--- src/rtl/id_ex_stage_if.sv ---
// ID/EX stage bundle: ID-side operands/control, WB bypass source, EX flush, and the
// registered EX-side copies plus the load-use stall back to IF/ID.
interface id_ex_stage_if #(
  parameter int XLEN   = 32,
  parameter int CTRL_W = 9
);
  logic              id_valid;
  logic [XLEN-1:0]   id_pc;
  logic [4:0]        id_rs1;
  logic [4:0]        id_rs2;
  logic [4:0]        id_rd;
  logic              id_use_rs1;
  logic              id_use_rs2;
  logic [XLEN-1:0]   id_rdata_a;
  logic [XLEN-1:0]   id_rdata_b;
  logic [XLEN-1:0]   id_imm;
  logic [CTRL_W-1:0] id_ctrl;
  logic              wb_reg_write;
  logic [4:0]        wb_rd;
  logic [XLEN-1:0]   wb_data;
  logic              flush;
  logic              stall_o;
  logic              ex_valid;
  logic [XLEN-1:0]   ex_pc;
  logic [4:0]        ex_rs1;
  logic [4:0]        ex_rs2;
  logic [4:0]        ex_rd;
  logic [XLEN-1:0]   ex_a;
  logic [XLEN-1:0]   ex_b;
  logic [XLEN-1:0]   ex_imm;
  logic [CTRL_W-1:0] ex_ctrl;

  modport slave (
    input  id_valid, id_pc, id_rs1, id_rs2, id_rd, id_use_rs1, id_use_rs2,
           id_rdata_a, id_rdata_b, id_imm, id_ctrl, wb_reg_write, wb_rd, wb_data, flush,
    output stall_o, ex_valid, ex_pc, ex_rs1, ex_rs2, ex_rd, ex_a, ex_b, ex_imm, ex_ctrl
  );

  modport master (
    output id_valid, id_pc, id_rs1, id_rs2, id_rd, id_use_rs1, id_use_rs2,
           id_rdata_a, id_rdata_b, id_imm, id_ctrl, wb_reg_write, wb_rd, wb_data, flush,
    input  stall_o, ex_valid, ex_pc, ex_rs1, ex_rs2, ex_rd, ex_a, ex_b, ex_imm, ex_ctrl
  );
endinterface

--- src/rtl/id_ex_stage.sv ---
// RV32I ID/EX pipeline register with load-use stall/bubble, WB->ID bypass and EX flush.
// Optional stall/flush counters are built when IDEX_PERF_CNT_EN is defined.
module id_ex_stage #(
  parameter int XLEN   = 32,
  parameter int CTRL_W = 9
) (
  input  logic clk,
  input  logic rst,
  id_ex_stage_if.slave bus
`ifdef IDEX_PERF_CNT_EN
  ,
  output logic [31:0] stall_cnt,
  output logic [31:0] flush_cnt
`endif
);

  logic              ex_valid_r;
  logic [XLEN-1:0]   ex_pc_r;
  logic [4:0]        ex_rs1_r;
  logic [4:0]        ex_rs2_r;
  logic [4:0]        ex_rd_r;
  logic [XLEN-1:0]   ex_a_r;
  logic [XLEN-1:0]   ex_b_r;
  logic [XLEN-1:0]   ex_imm_r;
  logic [CTRL_W-1:0] ex_ctrl_r;

  logic              hit_rs1_s;
  logic              hit_rs2_s;
  logic              stall_s;
  logic [XLEN-1:0]   a_in_s;
  logic [XLEN-1:0]   b_in_s;

  // Load-use detector: a load in EX feeding the ID instruction; a flush kills ID so no stall.
  always_comb begin
    hit_rs1_s = bus.id_use_rs1 && (bus.id_rs1 == ex_rd_r);
    hit_rs2_s = bus.id_use_rs2 && (bus.id_rs2 == ex_rd_r);
    stall_s   = bus.id_valid && ex_valid_r && ex_ctrl_r[1] && (ex_rd_r != 5'd0) &&
                (hit_rs1_s || hit_rs2_s) && !bus.flush;
  end

  // WB bypass: the regfile read port misses a same-cycle negedge write, so forward it here.
  always_comb begin
    if (bus.wb_reg_write && (bus.wb_rd != 5'd0) && (bus.wb_rd == bus.id_rs1)) begin
      a_in_s = bus.wb_data;
    end else begin
      a_in_s = bus.id_rdata_a;
    end
    if (bus.wb_reg_write && (bus.wb_rd != 5'd0) && (bus.wb_rd == bus.id_rs2)) begin
      b_in_s = bus.wb_data;
    end else begin
      b_in_s = bus.id_rdata_b;
    end
  end

  // Pipeline register: flush and stall both insert a bubble and hold the data fields.
  always_ff @(posedge clk or posedge rst) begin
    if (rst) begin
      ex_valid_r <= 1'b0;
      ex_pc_r    <= {XLEN{1'b0}};
      ex_rs1_r   <= 5'd0;
      ex_rs2_r   <= 5'd0;
      ex_rd_r    <= 5'd0;
      ex_a_r     <= {XLEN{1'b0}};
      ex_b_r     <= {XLEN{1'b0}};
      ex_imm_r   <= {XLEN{1'b0}};
      ex_ctrl_r  <= {CTRL_W{1'b0}};
    end else if (bus.flush || stall_s) begin
      ex_valid_r <= 1'b0;
      ex_ctrl_r  <= {CTRL_W{1'b0}};
    end else begin
      ex_valid_r <= bus.id_valid;
      ex_ctrl_r  <= bus.id_valid ? bus.id_ctrl : {CTRL_W{1'b0}};
      ex_pc_r    <= bus.id_pc;
      ex_rs1_r   <= bus.id_rs1;
      ex_rs2_r   <= bus.id_rs2;
      ex_rd_r    <= bus.id_rd;
      ex_a_r     <= a_in_s;
      ex_b_r     <= b_in_s;
      ex_imm_r   <= bus.id_imm;
    end
  end

  assign bus.stall_o  = stall_s;
  assign bus.ex_valid = ex_valid_r;
  assign bus.ex_pc    = ex_pc_r;
  assign bus.ex_rs1   = ex_rs1_r;
  assign bus.ex_rs2   = ex_rs2_r;
  assign bus.ex_rd    = ex_rd_r;
  assign bus.ex_a     = ex_a_r;
  assign bus.ex_b     = ex_b_r;
  assign bus.ex_imm   = ex_imm_r;
  assign bus.ex_ctrl  = ex_ctrl_r;

`ifdef IDEX_PERF_CNT_EN
  logic [31:0] stall_cnt_r;
  logic [31:0] flush_cnt_r;

  // Event counters; natural 32-bit wrap.
  always_ff @(posedge clk or posedge rst) begin
    if (rst) begin
      stall_cnt_r <= 32'd0;
      flush_cnt_r <= 32'd0;
    end else begin
      if (stall_s) begin
        stall_cnt_r <= stall_cnt_r + 32'd1;
      end
      if (bus.flush) begin
        flush_cnt_r <= flush_cnt_r + 32'd1;
      end
    end
  end

  assign stall_cnt = stall_cnt_r;
  assign flush_cnt = flush_cnt_r;
`endif

endmodule

--- src/flat_wrapper.sv ---
// flat-port wrapper written by rule: the top's interface ports become plain ports
module id_ex_stage_flat 
#(
  parameter int XLEN   = 32,
  parameter int CTRL_W = 9
)
  (clk, rst, bus_id_valid, bus_id_pc, bus_id_rs1, bus_id_rs2, bus_id_rd, bus_id_use_rs1, bus_id_use_rs2, bus_id_rdata_a, bus_id_rdata_b, bus_id_imm, bus_id_ctrl, bus_wb_reg_write, bus_wb_rd, bus_wb_data, bus_flush, bus_stall_o, bus_ex_valid, bus_ex_pc, bus_ex_rs1, bus_ex_rs2, bus_ex_rd, bus_ex_a, bus_ex_b, bus_ex_imm, bus_ex_ctrl);
  id_ex_stage_if #(.XLEN(XLEN), .CTRL_W(CTRL_W)) bus_i ();
  input  logic clk;
  input  logic rst;
  input wire logic [$bits(bus_i.id_valid)-1:0] bus_id_valid;
  input wire logic [$bits(bus_i.id_pc)-1:0] bus_id_pc;
  input wire logic [$bits(bus_i.id_rs1)-1:0] bus_id_rs1;
  input wire logic [$bits(bus_i.id_rs2)-1:0] bus_id_rs2;
  input wire logic [$bits(bus_i.id_rd)-1:0] bus_id_rd;
  input wire logic [$bits(bus_i.id_use_rs1)-1:0] bus_id_use_rs1;
  input wire logic [$bits(bus_i.id_use_rs2)-1:0] bus_id_use_rs2;
  input wire logic [$bits(bus_i.id_rdata_a)-1:0] bus_id_rdata_a;
  input wire logic [$bits(bus_i.id_rdata_b)-1:0] bus_id_rdata_b;
  input wire logic [$bits(bus_i.id_imm)-1:0] bus_id_imm;
  input wire logic [$bits(bus_i.id_ctrl)-1:0] bus_id_ctrl;
  input wire logic [$bits(bus_i.wb_reg_write)-1:0] bus_wb_reg_write;
  input wire logic [$bits(bus_i.wb_rd)-1:0] bus_wb_rd;
  input wire logic [$bits(bus_i.wb_data)-1:0] bus_wb_data;
  input wire logic [$bits(bus_i.flush)-1:0] bus_flush;
  output wire logic [$bits(bus_i.stall_o)-1:0] bus_stall_o;
  output wire logic [$bits(bus_i.ex_valid)-1:0] bus_ex_valid;
  output wire logic [$bits(bus_i.ex_pc)-1:0] bus_ex_pc;
  output wire logic [$bits(bus_i.ex_rs1)-1:0] bus_ex_rs1;
  output wire logic [$bits(bus_i.ex_rs2)-1:0] bus_ex_rs2;
  output wire logic [$bits(bus_i.ex_rd)-1:0] bus_ex_rd;
  output wire logic [$bits(bus_i.ex_a)-1:0] bus_ex_a;
  output wire logic [$bits(bus_i.ex_b)-1:0] bus_ex_b;
  output wire logic [$bits(bus_i.ex_imm)-1:0] bus_ex_imm;
  output wire logic [$bits(bus_i.ex_ctrl)-1:0] bus_ex_ctrl;
  assign bus_i.id_valid = bus_id_valid;
  assign bus_i.id_pc = bus_id_pc;
  assign bus_i.id_rs1 = bus_id_rs1;
  assign bus_i.id_rs2 = bus_id_rs2;
  assign bus_i.id_rd = bus_id_rd;
  assign bus_i.id_use_rs1 = bus_id_use_rs1;
  assign bus_i.id_use_rs2 = bus_id_use_rs2;
  assign bus_i.id_rdata_a = bus_id_rdata_a;
  assign bus_i.id_rdata_b = bus_id_rdata_b;
  assign bus_i.id_imm = bus_id_imm;
  assign bus_i.id_ctrl = bus_id_ctrl;
  assign bus_i.wb_reg_write = bus_wb_reg_write;
  assign bus_i.wb_rd = bus_wb_rd;
  assign bus_i.wb_data = bus_wb_data;
  assign bus_i.flush = bus_flush;
  assign bus_stall_o = bus_i.stall_o;
  assign bus_ex_valid = bus_i.ex_valid;
  assign bus_ex_pc = bus_i.ex_pc;
  assign bus_ex_rs1 = bus_i.ex_rs1;
  assign bus_ex_rs2 = bus_i.ex_rs2;
  assign bus_ex_rd = bus_i.ex_rd;
  assign bus_ex_a = bus_i.ex_a;
  assign bus_ex_b = bus_i.ex_b;
  assign bus_ex_imm = bus_i.ex_imm;
  assign bus_ex_ctrl = bus_i.ex_ctrl;
  id_ex_stage #(.XLEN(XLEN), .CTRL_W(CTRL_W)) u_core (.clk(clk), .rst(rst), .bus(bus_i));
endmodule
--- config.mk ---
export PLATFORM = sky130hd
export DESIGN_NAME = id_ex_stage_flat
export DESIGN_NICKNAME = d
export VERILOG_FILES = /design/src/rtl/id_ex_stage_if.sv /design/src/rtl/id_ex_stage.sv /design/src/flat_wrapper.sv
export SDC_FILE = /design/constraint.sdc
export NUM_CORES = 1
export LEC_CHECK = 0
export BUFFER_PORTS_ARGS = -buffer_cell sky130_fd_sc_hd__clkbuf_2
export CAP_MARGIN = 0
export CORE_MARGIN = 5
export CORE_UTILIZATION = 42
export DETAILED_ROUTE_END_ITERATION = 12
export PLACE_DENSITY = 0.77
export SYNTH_ARGS = -nofsm -noshare
export SYNTH_HDL_FRONTEND = slang
export SYNTH_SLANG_ARGS = --single-unit
--- constraint.sdc ---
create_clock -name clk -period 5.1 [get_ports clk]
set_input_delay 0.765 -clock clk [delete_from_list [all_inputs] [get_ports clk]]
set_output_delay 0.765 -clock clk [all_outputs]
set_load 0.1 [all_outputs]
==> flow_summary.yaml, run 1 <==
critical_path:
  endpoint: "bus_stall_o"
  timing.rr.start: "u_core.bus.ex_rd[4]"
  cp.required_ns: 4.34
  path_class: "flop to output port"
  critPathLaunch: "u_core.bus.ex_rd[4]"
  cp_max_fo: 5
  crit_arrival_ns: 2.26
  worstSetupEndpointType: "output port"
  r2r_end: "u_core.bus.ex_a[14]"
  r2r_setup_slack_ns: 2.61
  rr_worst_depth: 6
  startpoint_type: "flop"
power:
  seqPwrFrac_pct: 34.3
  clockPowerShare_pct: 31.1
  leakage_nw: 4.80
  ir_worst_vdd_uv: 274
  switching_power_mw: 1.68
  p_total_mw: 4.11
  combPwrFrac_pct: 34.6
  switching_share_pct: 40.9
  p_int_mw: 2.43
  power_density_mw_per_mm2: 430
finish:
  diodes: 0
  final_nets: 981
  drive_gt1_share_pct: 74.8
  finalNonFillerCells: 1017
  regArea_sq_mm: 0.00383
  num-fill-cells: 1371
  area_growth_pct: 36.0
  multi_input_area_sq_mm: 0.00306
routing:
  wl_met1_um: 7550
  wirelength_um: 19400
  via_per_inst: 4.87
  num_vias: 4955
  drtIter0Drc: 148
  met2_length_um: 9520
  top_layer_used: "met4"
  wl_met3_um: 1800
  post_drt_wl_per_cell_um: 19.0
  dr.pass1.iters: 4
  drc_errors: 0
  ant_nets: 0
yosys:
  syn_area_per_cell_sq_um: 16.3
  synthArstFlopShare_pct: 100
  ys_warn_count: 0
  ys.flop_type: "dfrtp_1"
  yosysSeqAreaShare_pct: 54.5
  synth-edff-count: 0
  synthTopCellsByCount: "dfrtp_1 (153), mux2_2 (117), mux2_4 (90), xnor2_1 (18), buf_2 (12)"
  synth.distinct_cells: 23
  synth_top_area_cell: "dfrtp_1"
  synth.most_common_cell: "dfrtp_1"
  synth_cells: 432
  yosys-top-cells-area: "dfrtp_1 (54%), mux2_4 (19%), mux2_2 (19%)"
  syn-num-nets: 628
  synth_seq_cells: 153
  yosysTopAreaCellShare_pct: 54.5
  syn_area_sq_mm: 0.00703
placed_design:
  dpl.cell_count: 986
  hpwlAfterDp_um: 14800
  place_ws_ns: 2.09
  io_buffer_count: 349
  globalplace.congestion: 0.858
timing:
  finalCritPeriodShare_pct: 59.3
  setup_slack_ns: 2.08
  fin_tns_setup_ns: 0
  min_period_ns: 3.02
  rsz0062_at_grt: "no"
  slew_headroom_pct: 30.5
  setup-violations-final: 0
  slew_violations: 0
  max_freq_ghz: 0.331
  tightestPinTransition_ns: 1.04
  finClkSkew_ns: 0.0113
  hold_viol: 0
  holdWs_ns: 0.421
die:
  fp-row-count: 47
  placeableCoreArea_sq_mm: 0.0165
  ios: 350
  die_area_sq_mm: 0.0194
  die_y_um: 139
  chipWidth_um: 139
  start_util_pct: 42.5
flow_run:
  cap_violations: 0
clocking:
  cts_buffer_depth: 2
  cts_tree: "done"
  hold_buffers: 0
  root_buffer: "clkbuf_16"
  cts_buffers: 17
  cts.htree.levels: 4
  post_cts_buffers: 0
  clk_latency_ns: 0.42
  clk_pin_slew_ns: 0.06
  cts.sinks: 153
  cts_resized: 0
global_routing:
  antenna_found_initial: 0
  gr-usage-all-layers_pct: 19.9
  grt_max_degree: 73
  grt_pass1_wl_um: 30300
  grt_pass1_vias: 5470
  gr-total-overflow: 0
run_status:
  status: "completed"
min_path:
  worstHoldPathType: "input port to async pin"
-- power groups by stage --
| stage | Clock, mW | Sequential, mW | Combinational, mW |
|---|---|---|---|
| floorplan | 0 | 2.32 | 0.255 |
| global placement | 0 | 1.42 | 1.42 |
| detailed placement | 0 | 1.43 | 1.43 |
| CTS | 1.31 | 1.41 | 1.43 |
| global route | 1.37 | 1.42 | 1.47 |
| finish | 1.28 | 1.41 | 1.42 |
-- placed cells by master (no fill, tap or decap) --
master      synthesis  routed
bufinv_16           0       3
and2_1              9       9
dfrtp_1           153     153
nor4_4              1       1
clkinv_2            0       1
clkbuf_1            0       3
nand4_1             2       2
mux2_4             90      90
inv_6               0       3
nor3_1              1       1
mux2_2            117     117
xnor2_1            18      18
nand2_1             4       4
xor2_1              2       2
o22ai_1             1       1
nor2_1              2       2
clkbuf_8            0       1
nor3_4              0       1
clkinv_4            0       1
clkinvlp_4          0       3
buf_4               3       6
a21oi_1             2       2
a21oi_4             0       1
nand3_1             3       3
clkbuf_16           0      17
nand2b_1            1       1
o21ai_4             1       1
or4_4               1       1
clkbuf_2            0     349
-- cell type report --
| class | count | area share (%) |
|---|---|---|
| Timing Repair Buffer | 355 | 18.7 |
| Inverter | 1 | 0.0916 |
| Clock buffer | 21 | 4.71 |
| Multi-Input combinational cell | 257 | 32.0 |
| Tap cell | 220 | 2.88 |
| Clock inverter | 10 | 1.51 |
| Sequential cell | 153 | 40.1 |
-- per-stage QoR --
| stage | area [sq um] | util, % |
|---|---|---|
| floorplan | 7030 | - |
| global placement | 8960 | 54.2 |
| detailed placement | 8960 | 54.2 |
| CTS | 9560 | 57.8 |
| global route | 9560 | 57.8 |
| finish | 9560 | 57.8 |
-- critical path, stage by stage, from the launching register on --
cell	delay, ns
dfrtp_1	0.50
xnor2_1	0.15
nand4_1	0.12
o22ai_1	0.39
nand2_1	0.09
nor2_1	0.10
clkbuf_2	0.48
-- registers in the layout, indices dropped and copies added, names as in the netlist --
| name | cells |
|---|---|
| u_core.bus.ex_a | 32 |
| u_core.bus.ex_b | 32 |
| u_core.bus.ex_imm | 32 |
| u_core.bus.ex_pc | 32 |
| u_core.bus.ex_ctrl | 9 |
| u_core.bus.ex_rd | 5 |
| u_core.bus.ex_rs1 | 5 |
| u_core.bus.ex_rs2 | 5 |
| u_core.bus.ex_valid | 1 |
-- cells by family (layout without fill, tap and decap cells) --
logic type                after synthesis  in the layout  synth area share [%]
muxes                                 207            207                  38.0
DFF                                   153            153                  54.5
and+or+nand+nor                        25             25                  2.28
buffers and inverters                  22            387                  2.19
xor gates and xnor gates               20             20                  2.49
AOI/OAI and AO/OA                       5              5                 0.588
-- how the worst min path moves through the flow --
stage	start	end	slack, ns	cells after the start
finish	rst	u_core.bus.ex_pc[16]	0.42	2
floorplan	bus_id_ctrl[0]	u_core.bus.ex_ctrl[0]	0.89	1
global route	rst	u_core.bus.ex_imm[10]	0.46	2
detailed placement	u_core.bus.ex_a[19]	u_core.bus.ex_a[19]	0.49	1
global placement	u_core.bus.ex_imm[9]	u_core.bus.ex_imm[9]	0.49	1
CTS	rst	u_core.bus.ex_b[7]	0.43	2
-- per-layer routing --
metal,global-route usage [%],vias to the layer above
met5,0,-
met4,7.31,0
met3,7.24,29
met2,33.6,245
met1,23.2,2430
li1,-,2251
Power figures use the tool's default switching activity.
==> run 2: changes to the inputs <==
--- a/config.mk
+++ b/config.mk
@@ -7,10 +7,10 @@
 export LEC_CHECK = 0
 export BUFFER_PORTS_ARGS = -buffer_cell sky130_fd_sc_hd__clkbuf_2
 export CAP_MARGIN = 0
-export CORE_MARGIN = 5
-export CORE_UTILIZATION = 42
+export CORE_AREA = 5 5 134 136
 export DETAILED_ROUTE_END_ITERATION = 12
-export PLACE_DENSITY = 0.77
+export DIE_AREA = 0 0 139 141
+export PLACE_DENSITY = 0.75
 export SYNTH_ARGS = -nofsm -noshare
 export SYNTH_HDL_FRONTEND = slang
 export SYNTH_SLANG_ARGS = --single-unit
==> constraint.sdc (replaced) <==
create_clock -name clk -period 3.2 [get_ports clk]
set_input_delay 0.48 -clock clk [delete_from_list [all_inputs] [get_ports clk]]
set_output_delay 0.48 -clock clk [all_outputs]
set_load 0.1 [all_outputs]
==> run 2 against run 1 <==
  * Sequential share of layout area down 0.33 points
  * Clock skew about the same
  * Core utilization down 0.53 points
  * Die area up 0.92%
  * First-iteration DRC count down 19%
  * Combinational power up 60%
  * Worst setup slack worse by 1.5 ns
==> flow_summary.yaml, run 2 (synthesis gave the netlist of run 1 again) <==
power:
  leakage_nw: 4.83
  power_density_mw_per_mm2: 680
  ir_worst_vdd_uv: 366
placed_design:
  place_area_sq_mm: 0.00903
  place_ws_ns: 0.680
  hpwlAfterDp_um: 14700
  io_buffer_count: 349
  globalplace.congestion: 0.807
timing:
  setup_slack_ns: 0.564
  hold_viol: 0
  finClkSkew_ns: 0.0116
  slew_violations: 0
  min_period_ns: 2.64
  max_freq_ghz: 0.379
  rsz0062_at_grt: "no"
  fin_tns_setup_ns: 0
  setup-violations-final: 0
  slew_headroom_pct: 56.0
  finalCritPeriodShare_pct: 82.4
  tightestPinTransition_ns: 0.660
routing:
  via_per_inst: 4.79
  wirelength_um: 19000
  drtIter0Drc: 120
  drc_errors: 0
  dr.pass1.iters: 4
  post_drt_wl_per_cell_um: 18.6
  num_vias: 4899
  ant_nets: 0
die:
  start_util_pct: 41.8
  chipWidth_um: 139
  fp-row-count: 48
  placeableCoreArea_sq_mm: 0.0168
  ios: 350
  die_y_um: 141
  die_area_sq_mm: 0.0196
clocking:
  clk_latency_ns: 0.41
  post_cts_buffers: 0
  root_buffer: "clkbuf_16"
  hold_buffers: 0
  cts_resized: 0
  cts_buffer_depth: 2
  cts_tree: "done"
  clk_pin_slew_ns: 0.06
  cts_buffers: 17
  cts.htree.levels: 4
  cts.sinks: 153
global_routing:
  grt_max_degree: 85
  met2_usage_pct: 33.4
  antenna_found_initial: 0
  grt_pass1_vias: 5411
  global_route.usage.met3_pct: 7.70
  gr-usage-all-layers_pct: 19.4
  top_usage_layer: "met2"
  grt_pass1_wl_um: 30000
  grtUsageMet1_pct: 22.4
  gr-total-overflow: 0
finish:
  layout_common_cells: "clkbuf_2 (349), dfrtp_1 (153), mux2_2 (117)"
  finalInstanceArea_sq_mm: 0.00964
  final_nets: 981
  area_growth_pct: 37.1
  num-fill-cells: 1392
  diodes: 0
  drive_gt1_share_pct: 75.3
  layout_commonest_cell: "clkbuf_2"
critical_path:
  worstSetupEndpointType: "output port"
  crit_arrival_ns: 2.16
  cp.required_ns: 2.72
  cp_max_fo: 5
  startpoint_type: "flop"
  path_class: "flop to output port"
run_status:
  status: "completed"
min_path:
  worstHoldPathType: "input port to async pin"
flow_run:
  cap_violations: 0
## run 2: changes by cell type in the layout (fill, tap and decap cells not counted), sizes merged
| cell | previous run | this run |
|---|---|---|
| clkinv | 2 | 4 |
| bufinv | 3 | 2 |
| clkbuf | 370 | 369 |
## run 2: layer usage
layer	routed length, um	up-vias
met5	0	-
met4	340	0
met3	1730	20
met2	9630	241
met1	7280	2388
li1	-	2250
## run 2: final timing paths
check | from | endpoint | slack, ns | depth (start not counted)
min in group clk | bus_id_ctrl[6] | u_core.bus.ex_ctrl[6] | 0.27 | 2
worst min register to register | u_core.bus.ex_a[0] | u_core.bus.ex_a[0] | 0.50 | 1
worst min-delay path | rst | u_core.bus.ex_imm[5] | 0.18 | 3
worst max-delay path | u_core.bus.ex_rd[4] | bus_stall_o | 0.56 | 6
worst max register to register | u_core.bus.ex_rd[4] | u_core.bus.ex_a[19] | 1.12 | 6
max in group asynchronous | rst | u_core.bus.ex_pc[30] | 2.61 | 3
## run 2: final cells by class
class                      instances  area [sq um]  area share, %
clock inverter                    11           136           1.42
clock buffer                      20           467           4.84
inverter                           1          7.51         0.0779
sequential                       153          3830           39.7
timing repair buffer             355          1850           19.2
tap                              225           282           2.92
multi-input combinational        257          3060           31.8
## run 2: power breakdown
part	internal, mW	switching, mW	total [mW]
clock network	1.22	0.817	2.04
logic	0.495	1.78	2.27
registers	2.13	0.113	2.24
## run 2: critical path, cell delays in order, from the launching register on
cell and delay [ns]:
dfrtp_1 0.44, xnor2_1 0.18, nand4_1 0.12, o22ai_1 0.33, nand2_1 0.12, nor2_2 0.10
clkbuf_2 0.46
## run 2: per-stage QoR
step	power (mW)	instances	hold WS, ns	utilization, %
after floorplan	4.10	432	0.609	-
after global placement	4.54	991	0.488	53.7
after detailed placement	4.56	991	0.495	53.7
after CTS	6.62	1022	0.188	57.3
after global routing	6.80	1022	0.206	57.3
final	6.55	1022	0.179	57.3
==> run 3: changes to the inputs <==
--- a/config.mk
+++ b/config.mk
@@ -5,12 +5,13 @@
 export SDC_FILE = /design/constraint.sdc
 export NUM_CORES = 1
 export LEC_CHECK = 0
+export ABC_AREA = 1
 export BUFFER_PORTS_ARGS = -buffer_cell sky130_fd_sc_hd__clkbuf_2
 export CAP_MARGIN = 0
 export CORE_AREA = 5 5 134 136
 export DETAILED_ROUTE_END_ITERATION = 12
 export DIE_AREA = 0 0 139 141
-export PLACE_DENSITY = 0.75
+export PLACE_DENSITY = 0.76
 export SYNTH_ARGS = -nofsm -noshare
 export SYNTH_HDL_FRONTEND = slang
 export SYNTH_SLANG_ARGS = --single-unit
==> constraint.sdc (replaced) <==
create_clock -name clk -period 2.7 [get_ports clk]
set_input_delay 0.405 -clock clk [delete_from_list [all_inputs] [get_ports clk]]
set_output_delay 0.405 -clock clk [all_outputs]
set_load 0.1 [all_outputs]
==> run 3 against run 2 <==
  * Register-to-register slack got worse by 0.48 ns
  * Clock power rose by 19%
  * First-iteration DRC count grew to 4.5 times the previous value
  * Largest power group is now registers
  * Critical endpoint unchanged
  * Critical path depth grew 3
  * Cell count is 47% higher
  * Die area unchanged
  * Power grew 15%
  * Non-clock buffer count rose by 12
  * Worst setup slack got worse by 0.12 ns
  * Highest routed layer unchanged
  * Flip-flop and latch count unchanged
  * Global-route usage grew 5.4 points
==> flow_summary.yaml, run 3 <==
die:
  start_util_pct: 42.7
  die_area_sq_mm: 0.0196
  ios: 350
  die_y_um: 141
  chipWidth_um: 139
  placeableCoreArea_sq_mm: 0.0168
  fp-row-count: 48
timing:
  setup-violations-final: 0
  rsz0062_at_grt: "no"
  max_freq_ghz: 0.444
  hold_viol: 0
  slew_violations: 0
  slew_headroom_pct: 43.4
  holdWs_ns: 0.190
  tightestPinTransition_ns: 0.850
  fin_tns_setup_ns: 0
  min_period_ns: 2.25
  finClkSkew_ns: 0.0127
  finalCritPeriodShare_pct: 83.5
finish:
  area_growth_pct: 35.6
  final_nets: 1466
  diodes: 0
  num-fill-cells: 1578
  finalNonFillerCells: 1507
  layout_common_cells: "nand2_1 (519), clkbuf_2 (348), dfrtp_1 (153)"
  drive_gt1_share_pct: 32.1
  layout_commonest_cell: "nand2_1"
  finalInstanceArea_sq_mm: 0.00974
yosys:
  synthTopCellsByCount: "nand2_1 (519), dfrtp_1 (153), nand3_1 (117), nand4_1 (33), clkbuf_1 (30)"
  syn_area_per_cell_sq_um: 7.61
  yosys-top-cells-area: "dfrtp_1 (53%), nand2_1 (27%), nand3_1 (8.2%)"
  synth_cells: 944
  yosysSeqAreaShare_pct: 53.3
  ys_warn_count: 0
  syn_area_sq_mm: 0.00718
  synth-edff-count: 0
  syn-num-nets: 1140
  synth.distinct_cells: 20
  yosysTopAreaCellShare_pct: 53.3
  ys.flop_type: "dfrtp_1"
  synth.most_common_cell: "nand2_1"
  synth_seq_cells: 153
  synthArstFlopShare_pct: 100
  synth_top_area_cell: "dfrtp_1"
power:
  power_density_mw_per_mm2: 773
  p_total_mw: 7.53
  ir_worst_vdd_uv: 442
  leakage_nw: 5.80
placed_design:
  dpl.cell_count: 1475
  globalplace.congestion: 0.873
  hpwlAfterDp_um: 17500
  place_area_sq_mm: 0.00914
  io_buffer_count: 349
critical_path:
  worstSetupEndpointType: "output port"
  crit_arrival_ns: 1.85
  startpoint_type: "flop"
  cp_max_fo: 6
  cp.required_ns: 2.30
  path_class: "flop to output port"
clocking:
  cts_tree: "done"
  cts_buffers: 17
  cts.htree.levels: 4
  cts_buffer_depth: 2
  root_buffer: "clkbuf_16"
  post_cts_buffers: 0
  hold_buffers: 1
  cts.sinks: 153
  cts_resized: 0
  clk_latency_ns: 0.41
  clk_pin_slew_ns: 0.07
global_routing:
  antenna_found_initial: 0
  gr-total-overflow: 0
  grt_pass1_vias: 7468
  grt_pass1_wl_um: 39400
  grt_max_degree: 80
  gr-usage-all-layers_pct: 24.7
routing:
  drtIter0Drc: 535
  wl_met1_um: 10100
  top_layer_used: "met4"
  ant_nets: 0
  wl_met3_um: 1620
  met2_length_um: 11800
  num_vias: 7483
  dr.pass1.iters: 6
  via_per_inst: 4.97
  wirelength_um: 24500
  post_drt_wl_per_cell_um: 16.3
  drc_errors: 0
min_path:
  worstHoldPathType: "input port to flop"
run_status:
  status: "completed"
flow_run:
  cap_violations: 0
## run 3: metrics by stage
step / setup slack (ns) / util [%]
after floorplan: 0.0170 / -
after global placement: 0.649 / 54.3
after detailed placement: 0.602 / 54.3
after CTS: 0.419 / 57.9
after global routing: 0.337 / 57.9
final: 0.446 / 57.9
## run 3: final timing paths
check | start | endpoint | slack [ns] | cells after the start
max in group asynchronous | rst | u_core.bus.ex_rs1[1] | 1.44 | 4
min reg2reg | u_core.bus.ex_imm[21] | u_core.bus.ex_imm[21] | 0.47 | 2
max | u_core.bus.ex_rd[3] | bus_stall_o | 0.45 | 9
min | bus_id_ctrl[4] | u_core.bus.ex_ctrl[4] | 0.19 | 3
max reg2reg | u_core.bus.ex_rd[3] | u_core.bus.ex_b[1] | 0.64 | 11
min in group asynchronous | rst | u_core.bus.ex_a[27] | 0.55 | 3
## run 3: worst max-delay path, cell delays in order, from the launching register on
cell,delay [ns]
dfrtp_1,0.46
inv_2,0.06
nand2_1,0.06
nand2_1,0.05
nor2_1,0.12
nand3_1,0.08
nand2_1,0.16
nand2_2,0.14
nor2_4,0.12
buf_12,0.18
## run 3: logic make-up after synthesis
family | count (synthesis) | share of synthesized area [%]
xor gates and xnor gates | 10 | 1.22
DFF | 153 | 53.3
AOI/OAI and AO/OA | 2 | 0.227
and+or+nand+nor | 698 | 39.9
buffers and inverters | 81 | 5.38
## run 3: layer usage
layer	track usage [%]	vias up
met5	0	-
met4	11.3	0
met1	32.3	3459
li1	-	3615
met3	4.75	69
met2	40.2	340
## run 3: area by class of cell
class / count / area [sq um] / share of cell area [%]
sequential: 153 / 3830 / 39.3
clock buffer: 21 / 450 / 4.62
inverter: 21 / 82.6 / 0.848
clock inverter: 10 / 144 / 1.48
timing repair buffer: 367 / 1960 / 20.1
multi-input combinational: 710 / 2990 / 30.7
tap: 225 / 282 / 2.89
## run 3: where the power goes
part | switching, mW | total, mW | internal [mW] | leakage [nW]
Sequential | 0.123 | 2.62 | 2.50 | 1.88
Clock | 0.947 | 2.43 | 1.48 | 0.280
Combinational | 2.08 | 2.49 | 0.404 | 3.65
